**config.mk**
```make
export PLATFORM = sky130hd
export DESIGN_NAME = rf_dump_flat
export DESIGN_NICKNAME = d
export VERILOG_FILES = /design/src/rtl/rf_dump_pkg.sv /design/src/rtl/rf_dump_if.sv /design/src/rtl/rf_dump.sv /design/src/flat_wrapper.sv
export SDC_FILE = /design/constraint.sdc
export NUM_CORES = 1
export LEC_CHECK = 0
export BUFFER_PORTS_ARGS = -buffer_cell sky130_fd_sc_hd__buf_2
export CAP_MARGIN = 20
export CORE_UTILIZATION = 41
export DETAILED_ROUTE_END_ITERATION = 8
export PLACE_DENSITY = 0.71
export SLEW_MARGIN = 15
export SYNTH_ARGS = -nofsm -noshare
export SYNTH_HDL_FRONTEND = slang
export SYNTH_SLANG_ARGS = --single-unit
```
**constraint.sdc**
```tcl
create_clock -name clk -period 1.1 [get_ports clk]
set_input_delay 0.11 -clock clk [delete_from_list [all_inputs] [get_ports clk]]
set_output_delay 0.11 -clock clk [all_outputs]
set_load 0.1 [all_outputs]
```
**src/rtl/rf_dump_pkg.sv**
```systemverilog
// rtl/rf_dump_pkg.sv - shared constants and FSM state type for the register-file dump reader
package rf_dump_pkg;

    localparam int NUM_REGS = 32;
    localparam int ADDR_W   = 5;
    localparam int DATA_W   = 32;

    typedef enum logic [1:0] {
        IDLE = 2'd0,
        READ = 2'd1,
        SEND = 2'd2,
        DONE = 2'd3
    } state_t;

endpackage

```
**src/rtl/rf_dump_if.sv**
```systemverilog
// rtl/rf_dump_if.sv - control, RF read port and output stream bundle for rf_dump
// Optional macro RF_DUMP_FREEZE_EN adds core_stall.
// master: the dump engine (drives busy/done/rf_addr/out_*), slave: core + sink side.
interface rf_dump_if #(
    parameter int ADDR_W = rf_dump_pkg::ADDR_W,
    parameter int DATA_W = rf_dump_pkg::DATA_W
);
    logic              start;
    logic              busy;
    logic              done;
    logic [ADDR_W-1:0] rf_addr;
    logic [DATA_W-1:0] rf_data;
    logic              out_valid;
    logic              out_ready;
    logic [DATA_W-1:0] out_data;
    logic [ADDR_W-1:0] out_idx;
    logic              out_last;
`ifdef RF_DUMP_FREEZE_EN
    logic              core_stall;
`endif

    modport master (
        input  start, rf_data, out_ready,
        output busy, done, rf_addr, out_valid, out_data, out_idx, out_last
`ifdef RF_DUMP_FREEZE_EN
        , output core_stall
`endif
    );

    modport slave (
        output start, rf_data, out_ready,
        input  busy, done, rf_addr, out_valid, out_data, out_idx, out_last
`ifdef RF_DUMP_FREEZE_EN
        , input core_stall
`endif
    );

endinterface

```
**src/rtl/rf_dump.sv**
```systemverilog
// rtl/rf_dump.sv - walks RF addresses 0..NUM_REGS-1 on start and streams each value out
// Ports: clk, rst (sync, active-high), bus (rf_dump_if.master: start/busy/done,
// rf_addr/rf_data read port, out_valid/out_ready/out_data/out_idx/out_last stream,
// core_stall when RF_DUMP_FREEZE_EN is defined).
module rf_dump
    import rf_dump_pkg::*;
#(
    parameter int NUM_REGS = rf_dump_pkg::NUM_REGS,
    parameter int ADDR_W   = rf_dump_pkg::ADDR_W,
    parameter int DATA_W   = rf_dump_pkg::DATA_W
) (
    input  logic        clk,
    input  logic        rst,
    rf_dump_if.master   bus
);

    localparam logic [ADDR_W-1:0] LAST_IDX = ADDR_W'(NUM_REGS - 1);

    state_t            r_state;
    logic [ADDR_W-1:0] r_cnt;
    logic [DATA_W-1:0] r_out_data;
    logic [ADDR_W-1:0] r_out_idx;
    logic              r_out_last;
    logic              r_out_valid;
    logic              r_busy;
    logic              r_done;

    logic              w_handshake;

    assign w_handshake = r_out_valid && bus.out_ready;

    // The counter doubles as the RF address; outside READ it simply holds.
    assign bus.rf_addr   = r_cnt;
    assign bus.out_data  = r_out_data;
    assign bus.out_idx   = r_out_idx;
    assign bus.out_last  = r_out_last;
    assign bus.out_valid = r_out_valid;
    assign bus.busy      = r_busy;
    assign bus.done      = r_done;

`ifdef RF_DUMP_FREEZE_EN
    // Freezing the core for the whole dump makes the captured words one snapshot.
    assign bus.core_stall = r_busy;
`else
    // Without freeze the core keeps writing; each word is sampled when it is read.
`endif

    always_ff @(posedge clk) begin
        if (rst) begin
            r_state     <= IDLE;
            r_cnt       <= '0;
            r_out_data  <= '0;
            r_out_idx   <= '0;
            r_out_last  <= 1'b0;
            r_out_valid <= 1'b0;
            r_busy      <= 1'b0;
            r_done      <= 1'b0;
        end else begin
            r_done <= 1'b0;
            case (r_state)
                IDLE: begin
                    if (bus.start) begin
                        r_cnt   <= '0;
                        r_busy  <= 1'b1;
                        r_state <= READ;
                    end
                end
                READ: begin
                    // Single sample point per word; later RF writes do not touch it.
                    r_out_data  <= bus.rf_data;
                    r_out_idx   <= r_cnt;
                    r_out_last  <= (r_cnt == LAST_IDX);
                    r_out_valid <= 1'b1;
                    r_state     <= SEND;
                end
                SEND: begin
                    if (w_handshake) begin
                        r_out_valid <= 1'b0;
                        if (r_out_last) begin
                            r_done  <= 1'b1;
                            r_state <= DONE;
                        end else begin
                            r_cnt   <= r_cnt + 1'b1;
                            r_state <= READ;
                        end
                    end
                end
                DONE: begin
                    r_busy  <= 1'b0;
                    r_state <= IDLE;
                end
                default: r_state <= IDLE;
            endcase
        end
    end

endmodule
```
**src/flat_wrapper.sv**
```systemverilog
// flat-port wrapper written by rule: the top's interface ports become plain ports
module rf_dump_flat import rf_dump_pkg::*;
#(
    parameter int NUM_REGS = rf_dump_pkg::NUM_REGS,
    parameter int ADDR_W   = rf_dump_pkg::ADDR_W,
    parameter int DATA_W   = rf_dump_pkg::DATA_W
)
  (clk, rst, bus_start, bus_rf_data, bus_out_ready, bus_busy, bus_done, bus_rf_addr, bus_out_valid, bus_out_data, bus_out_idx, bus_out_last);
  rf_dump_if #(.ADDR_W(ADDR_W), .DATA_W(DATA_W)) bus_i ();
  input  logic clk;
  input  logic rst;
  input wire logic [$bits(bus_i.start)-1:0] bus_start;
  input wire logic [$bits(bus_i.rf_data)-1:0] bus_rf_data;
  input wire logic [$bits(bus_i.out_ready)-1:0] bus_out_ready;
  output wire logic [$bits(bus_i.busy)-1:0] bus_busy;
  output wire logic [$bits(bus_i.done)-1:0] bus_done;
  output wire logic [$bits(bus_i.rf_addr)-1:0] bus_rf_addr;
  output wire logic [$bits(bus_i.out_valid)-1:0] bus_out_valid;
  output wire logic [$bits(bus_i.out_data)-1:0] bus_out_data;
  output wire logic [$bits(bus_i.out_idx)-1:0] bus_out_idx;
  output wire logic [$bits(bus_i.out_last)-1:0] bus_out_last;
  assign bus_i.start = bus_start;
  assign bus_i.rf_data = bus_rf_data;
  assign bus_i.out_ready = bus_out_ready;
  assign bus_busy = bus_i.busy;
  assign bus_done = bus_i.done;
  assign bus_rf_addr = bus_i.rf_addr;
  assign bus_out_valid = bus_i.out_valid;
  assign bus_out_data = bus_i.out_data;
  assign bus_out_idx = bus_i.out_idx;
  assign bus_out_last = bus_i.out_last;
  rf_dump #(.NUM_REGS(NUM_REGS), .ADDR_W(ADDR_W), .DATA_W(DATA_W)) u_core (.clk(clk), .rst(rst), .bus(bus_i));
endmodule
```
# Word-level counts from Yosys, hierarchy flattened
# Cells that the tools add are included.
# Widths: inputs -> output; s select.
[classes] add_sub_neg=1 eq_ne=7 bitwise_logic=2 n_reduce_logical=10 muxes=13
[ops] cell="$mux 5" n=3
[ops] cell="$pmux 5 s2" n=1
[ops] cell="$pmux 2 s4" n=1
[ops] cell="$mux 2" n=3
[ops] cell="$reduce_and 2->1" n=3
[ops] cell="$reduce_bool 2->1" n=3
[ops] cell="$add 5x1->5 const B" n=1
[ops] cell="$eq 5x5->1 const B" n=1
[ops] cell="$eq 2x2->1 const B" n=2
[ops] cell="$ne 2x2->1 const B" n=2
[ops] cell="$pmux 1 s2" n=2
[ops] cell="$reduce_and 4->1" n=1
[ops] cell="$mux 1" n=3
[ops] cell="$reduce_or 3->1" n=1
[ops] cell="$eq 2x1->1 const B" n=1
[ops] cell="$logic_not 2->1" n=1
[ops] cell="$ne 2x1->1 const B" n=1
[ops] cell="$not 1->1" n=2
[ops] cell="$logic_and 1x1->1" n=1
[word_totals] word_cells=41 register_bits=48 out_inout_bits=46 input_bits=36

# Depth between registers and ports, before layout
# Gate-level depths: netlist (run 1).
[depth] ltp_word=4 ltp_mapped=5 mapped_depth_nobuf=5

# Least setup slack after synthesis (run 1)
# No wires, ideal clock.
[synth_path] path_type="flip-flop to flip-flop" start="reg u_core.r_cnt[0], in the netlist u_core.bus.rf_addr[0]" end="reg u_core.r_cnt[4], in the netlist u_core.bus.rf_addr[4]" arrival_ns=1.779 slack_ns=-0.802 path_stages_with_launch=6 required_time_ns=0.978 setup_time_ns=0.122 synth_period_minus_slack_ns=1.902 path_buffers=0 cell_sequence="dfxtp_1 ha_1 and3_1 ha_1 nand3b_1 mux2i_1"
[synth_via] elab_chain_cells=4
[synth_lines] element="from (decl)" line_no="rf_dump.sv:20" text="logic [ADDR_W-1:0] r_cnt;"
[synth_lines] element="from (signal assigned)" line_no="rf_dump.sv:83" text="r_cnt <= r_cnt + 1'b1;"
[synth_lines] element="$add 5x1->5" line_no="rf_dump.sv:83"
[synth_lines] element="$mux 5" line_no="rf_dump.sv:79" text="if (r_out_last) begin"
[synth_lines] element="$mux 5" line_no="rf_dump.sv:77" text="if (w_handshake) begin"
[synth_lines] element="$pmux 5 s2" line_no="rf_dump.sv:60" text="case (r_state)"
# Every way passes these cells. The select of a mux whose other input is x is not followed.
# A chain may end at the register's enable or synchronous reset.

# Worst setup path after layout (run 1)
[layout_path] start="reg u_core.r_state[0]" end="reg u_core.r_out_data[27], in the netlist u_core.bus.out_data[27]"
[layout_via] elab_chain_cells=1
[layout_lines] element="from (decl)" line_no="rf_dump.sv:19" text="state_t r_state;"
[layout_lines] element="from (signal assigned)" line_no="rf_dump.sv:50" text="r_state <= IDLE;"
[layout_lines] element="from (signal assigned)" line_no="rf_dump.sv:65" text="r_state <= READ;"
[layout_lines] element="from (signal assigned)" line_no="rf_dump.sv:74" text="r_state <= SEND;"
[layout_lines] element="$eq 2x1->1" line_no="rf_dump.sv:60"
[layout_lines] element="to (signal assigned)" line_no="rf_dump.sv:70" text="r_out_data <= bus.rf_data;"
[layout_lines] element="to (decl)" line_no="rf_dump.sv:21" text="logic [DATA_W-1:0] r_out_data;"
# Every way passes these cells.

==> results of run 1 <==
-- per-stage QoR --
stage | utilization | total power, mW | setup WS (ns)
2_1_floorplan | - | 2.59 | -0.230
3_3_place_gp | 0.755 | 3.04 | -0.0689
3_5_place_dp | 0.755 | 3.06 | -0.0846
4_1_cts | 0.786 | 4.12 | -0.0686
5_1_grt | 0.922 | 4.59 | -0.222
6_report | 0.922 | 4.47 | -0.170
-- power groups by stage --
stage	registers [mW]	clock network, mW	logic (mW)
5_1_grt	1.92	1.19	1.49
3_5_place_dp	1.93	0	1.12
4_1_cts	1.89	1.10	1.13
3_3_place_gp	1.93	0	1.11
6_report	1.91	1.12	1.44
2_1_floorplan	2.39	0	0.204
-- cells by family (layout without fill, tap and decap cells) --
group | count (synthesis) | in the layout | share of synthesized area
and+or+nand+nor | 104 | 104 | 0.256
DFF | 48 | 48 | 0.535
AOI/OAI and AO/OA | 46 | 46 | 0.137
buffers and inverters | 14 | 120 | 0.0411
muxes | 3 | 3 | 0.0174
adders and majority gates | 2 | 2 | 0.0139
-- sequential cells by signal (all words and copies together) (netlist names) --
name	flops
u_core.bus.out_data	32
u_core.bus.out_last	1
u_core.r_state	2
u_core.bus.out_idx	5
u_core.bus.done	1
u_core.bus.busy	1
u_core.bus.out_valid	1
u_core.bus.rf_addr	5
-- critical path, cell delays in order, from the launching register on --
cell	delay [ns]
dfxtp_4	0.37
buf_6	0.13
nand2b_4	0.19
clkbuf_16	0.19
nand2_1	0.09
a21oi_1	0.21
-- cells in the mapped netlist --
cell type	number	area, um^2
a221o_1	1	10.0
and3_1	2	12.5
nand3b_1	2	15.0
dfxtp_1	48	961
nor2_1	4	15.0
nand2_1	78	293
nand2b_1	4	25.0
a22o_1	1	8.76
o21ai_0	1	5.00
buf_4	3	22.5
and2b_4	1	10.0
buf_2	8	40.0
nand3_1	3	15.0
nor4bb_1	1	10.0
a21oi_1	40	200
ha_1	2	25.0
nor3_1	1	5.00
a21o_1	1	7.51
and3b_1	1	8.76
a211oi_1	2	15.0
nor2b_1	2	12.5
nor3b_1	2	15.0
mux2i_1	2	20.0
and2_1	1	6.26
clkbuf_1	3	11.3
and2b_1	1	7.51
mux2_1	1	11.3
nand4b_1	1	8.76
-- per-layer routing --
metal / part of all wire / vias to the layer above
li1: - / 924
met1: 0.35 / 986
met2: 0.54 / 112
met3: 0.061 / 39
met4: 0.043 / 0
met5: 0 / -
-- cells in the final DEF, fill, tap and decap left out, drive strengths merged, types with 3 or more instances in the layout --
master,Yosys,routed
nor2,4,4
nand2b,4,4
nand2,78,78
clkbuf,3,12
nand3,3,3
a21oi,40,40
buf,11,106
dfxtp,48,48
-- final timing paths --
| kind | startpoint | end | slack [ns] | cells after the start |
|---|---|---|---|---|
| max | u_core.r_state[0] | u_core.bus.out_data[27] | -0.17 | 5 |
| min | bus_rf_data[19] | u_core.bus.out_data[19] | 0.03 | 3 |
| max reg2reg | u_core.r_state[0] | u_core.bus.out_data[27] | -0.17 | 5 |
| min reg2reg | u_core.bus.out_data[1] | u_core.bus.out_data[1] | 0.48 | 2 |
-- what timing repair did --
action / in CTS / in global routing
setup endpoints to repair: 43 / 49
gates cloned: 0 / 8
buffers inserted: 1 / 5
pin swaps: 5 / 45
gates resized for setup: 5 / 95
-- cell type report --
class	instances	share of cell area
Timing Repair Buffer	112	0.399
Sequential cell	48	0.274
Multi-Input combinational cell	155	0.286
Clock inverter	2	0.00264
Clock buffer	6	0.0218
Tap cell	50	0.0165
==> metrics.txt, run 1 <==
status complete, but fails checks; violated checks setup timing; Slew @ Worst Pin 0.252 ns; DIE WIDTH approximately 70 um; Final Worst Setup Slack -0.170 ns; Area after DPL around 3100 um^2; Clock transition at path regs about 0.09 ns; initial core utilization 0.437; Top Usage Layer GRT met2; DP Wirelength 3480 um; Max-Cap Viols 0; register share of total power 0.427; DRC 0; H-tree levels 2; leakage power approximately 1.6 nW; Synth Warn # 0; Total Wirelength 7770 um; first-pass GRT wire length between 7000 and 8000 um; cts-stage hold buffer count 0; Psw ~1.6 mW; worst skew pair latency around 0.30 ns; Antenna Cells 0; post-route insts no fill roughly 370; critical path type flip-flop to flip-flop; Routed wire per std cell ~21 um; number of routed nets with antenna violations 0; placeable core area around 4100 um^2; Detailed Route Iter0 Violations 96; routing usage on met3 0.0567; clk buf depth 2; clk sink count 48; Clk pwr share 0.250; Peak supply drop approximately 1.1 mV; synthesized cell area ~1800 um^2; final setup fails between 40 and 50; Nets 360; Final period util 1.15; Mean Syn Cell Area between 8 and 9 um^2; CTS tree yes; largest net degree at the start of global routing 40; Post-Place Cells 351; sum of negative setup slack -3.53 ns; internal power a little under 3 mW; Slew HR 0.832; fraction of layout cells with a size suffix above 1 0.712; worst hold path class input port to flip-flop; Sw Ratio 0.353; initial antenna violation count 0; syn_nets around 260; GPL Wtd Cong 0.879; vias per cell ~5.5; min cycle time layout about 1.3 ns; Min Hold Slack between 0.03 and 0.04 ns; Global Route Usage Sum 0.215; area of the multi-input gates around 1100 um^2; GRT met2 Usage 0.392; Buffers on Ports 81; Worst Skew roughly 0.0072 ns; synth unique cells 28; met1 Usage GRT 0.232; Fmax 0.788 GHz; combinational share of power 0.323; number of CTS-inserted buffers 5; CP endpoint kind flip-flop; register area share after synthesis 0.535; FF/Latch Area ~1000 um^2; # rows 23; post-route cell area roughly 3800 um^2; number of synthesized register bits 48; grt ovf 0; fillcell total between 100 and 150; Pre-Repair DR Iteration Count 4; Arrival @ worst endpoint 1.48 ns; pwr dens around 1200 nW/um^2; vias in the first global route around 1600; height of the die 68.2 um; CTS root buf clkbuf_8; die area about 4700 um^2; final hold viol count 0; final slew viol count 0; RSZ-0062 raised after global routing true; # IOs 82; total number of vias around 2000; Req. time, crit path between 1 and 1.5 ns; Synth-to-Final Area Change 111%; Post-Syn Instances 217; critical path launch point type flip-flop; crit path max fanout 8
(Power assumes the default switching activity.)
==> inputs of run 2 (changes only) <==
--- a/config.mk
+++ b/config.mk
@@ -7,9 +7,9 @@
 export LEC_CHECK = 0
 export BUFFER_PORTS_ARGS = -buffer_cell sky130_fd_sc_hd__buf_2
 export CAP_MARGIN = 20
-export CORE_UTILIZATION = 41
+export CORE_UTILIZATION = 31
 export DETAILED_ROUTE_END_ITERATION = 8
-export PLACE_DENSITY = 0.71
+export PLACE_DENSITY = 0.56
 export SLEW_MARGIN = 15
 export SYNTH_ARGS = -nofsm -noshare
 export SYNTH_HDL_FRONTEND = slang
==> constraint.sdc (replaced) <==
create_clock -name clk -period 1.1 [get_ports clk]
set_input_delay 0.055 -clock clk [delete_from_list [all_inputs] [get_ports clk]]
set_output_delay 0.055 -clock clk [all_outputs]
set_load 0.1 [all_outputs]
==> metrics.txt, run 2 (synthesis results as in run 1) <==
status complete, but fails checks; violated checks setup timing; grt ovf 0; pwr dens roughly 1200 nW/um^2; sum of negative setup slack -0.744 ns; highest-count cells in the layout ignoring fill and taps nand2_1, dfxtp_2, buf_2; Synth-to-Final Area Change 98.1%; Detailed Route Iter0 Violations 29; Psw 1.41 mW; critical path launch point type flip-flop; Buffers on Ports between 80 and 90; # IOs 82; first-pass GRT wire length 8250 um; leakage power between 1 and 1.5 nW; critical path type flip-flop to flip-flop; Max-Cap Viols 0; internal power approximately 2.7 mW; clk buf depth 2; total number of vias between 1500 and 2000; Slew @ Worst Pin 0.303 ns; Clock transition at path regs 0.08 ns; worst skew pair latency approximately 0.3 ns; GPL Wtd Cong between 0.7 and 0.8; most common cell after layout, fill and taps aside nand2_1; RSZ-0062 raised after global routing true; Slew HR 0.799; Peak supply drop approximately 0.61 mV; fillcell total ~460; placeable core area between 5000 and 6000 um^2; final slew viol count 0; CP endpoint kind flip-flop; Top Family by Delay on Critical Path adder cells; initial core utilization 0.324; clk sink count 48; Routed wire per std cell between 10 and 15 um; DIE WIDTH about 78 um; crit path max fanout 2; Worst Skew approximately 0.0064 ns; largest net degree at the start of global routing 28; cell mode on critical path ha_4; number of CTS-inserted buffers 5; # rows 27; Pre-Repair DR Iteration Count 4; CTS tree yes; number of routed nets with antenna violations 0; fraction of layout cells with a size suffix above 1 0.570; Sw Ratio 0.343; Clk pwr share 0.243; CTS root buf clkbuf_8; Cell Chain, Critical Path ha_4 > and3_4 > ha_4 > nand3b_1 > mux2i_1; vias in the first global route between 1500 and 2000; final hold viol count 0; Nets roughly 380; worst hold path class input port to flip-flop; Area after DPL ~2800 um^2; final setup fails 24; CP max-delay cell dfxtp_4; Largest register FFs 32; post-route insts no fill about 420; Arrival @ worst endpoint between 1 and 1.5 ns; DP Wirelength 3180 um; DRC 0; Global Route Usage Sum 0.171; initial antenna violation count 0; register share of total power 0.453; height of the die 78.1 um; Post-Place Cells about 370; Req. time, crit path ~1.3 ns; Final period util 1.06; Fmax between 0.8 and 0.9 GHz; Antenna Cells 0; Buffers & Inverters on Critical Path 0; max incr delay on CP around 0.36 ns; die area between 6000 and 7000 um^2; Final Worst Setup Slack -0.0618 ns; combinational share of power 0.304; post-route cell area approximately 3600 um^2; H-tree levels 2; Total Wirelength roughly 5500 um; min cycle time layout roughly 1.2 ns; vias per cell between 4 and 5; Tot Pwr between 4 and 5 mW
## run 2: per-layer routing
metal  vias up  share of wire  global-route usage
met5         -              0                   0
met4         0         0.0098              0.0481
met3         5          0.052              0.0558
met2        49           0.50               0.290
met1       923           0.43               0.205
li1        968              -                   -
## run 2: path summary, 6_finish.rpt
path	startpoint	to	slack, ns	depth (start not counted)
worst max-delay path	u_core.bus.rf_addr[0]	u_core.bus.rf_addr[4]	-0.06	5
worst min-delay path	bus_start	u_core.r_state[0]	0.04	3
worst max register to register	u_core.bus.rf_addr[0]	u_core.bus.rf_addr[4]	-0.06	5
worst min register to register	u_core.bus.out_data[8]	u_core.bus.out_data[8]	0.45	2
## run 2: area by class of cell
type / instances / area (um^2) / area share
Sequential cell: 48 / 1040 / 0.292
Tap cell: 72 / 90.1 / 0.0253
Timing Repair Buffer: 133 / 1360 / 0.382
Clock inverter: 1 / 3.75 / 0.00105
Clock buffer: 7 / 76.3 / 0.0214
Multi-Input combinational cell: 155 / 991 / 0.278
## run 2: power by group through the flow
stage | sequential, mW | clock [mW] | combinational (mW)
after floorplan | 2.39 | 0 | 0.204
after global placement | 1.90 | 0 | 0.995
after detailed placement | 1.91 | 0 | 0.998
after CTS | 1.87 | 1.05 | 1.13
after global routing | 1.88 | 1.12 | 1.31
final | 1.87 | 1.00 | 1.25
## run 2: what timing repair did
action,in CTS,in global routing
endpoints found under the hold margin,33,0
pin swaps,4,23
setup buffers,0,0
gates resized for setup,32,53
hold buffers,33,0
setup endpoints to repair,40,43
cloned,0,3
## run 2: per-stage QoR
step / hold slack, ns / setup slack, ns / utilization
floorplan: 0.140 / -0.230 / -
global placement: 0.288 / -0.0752 / 0.504
detailed placement: 0.294 / -0.0754 / 0.504
CTS: 0.0314 / -0.0654 / 0.597
global route: 0.0381 / -0.121 / 0.643
finish: 0.0445 / -0.0618 / 0.643
## run 2: worst reg2reg max path, stage by stage, from the launching register on
cell      delay (ns)
dfxtp_4         0.36
ha_4            0.15
and3_4          0.17
ha_4            0.24
nand3b_1        0.06
mux2i_1         0.11
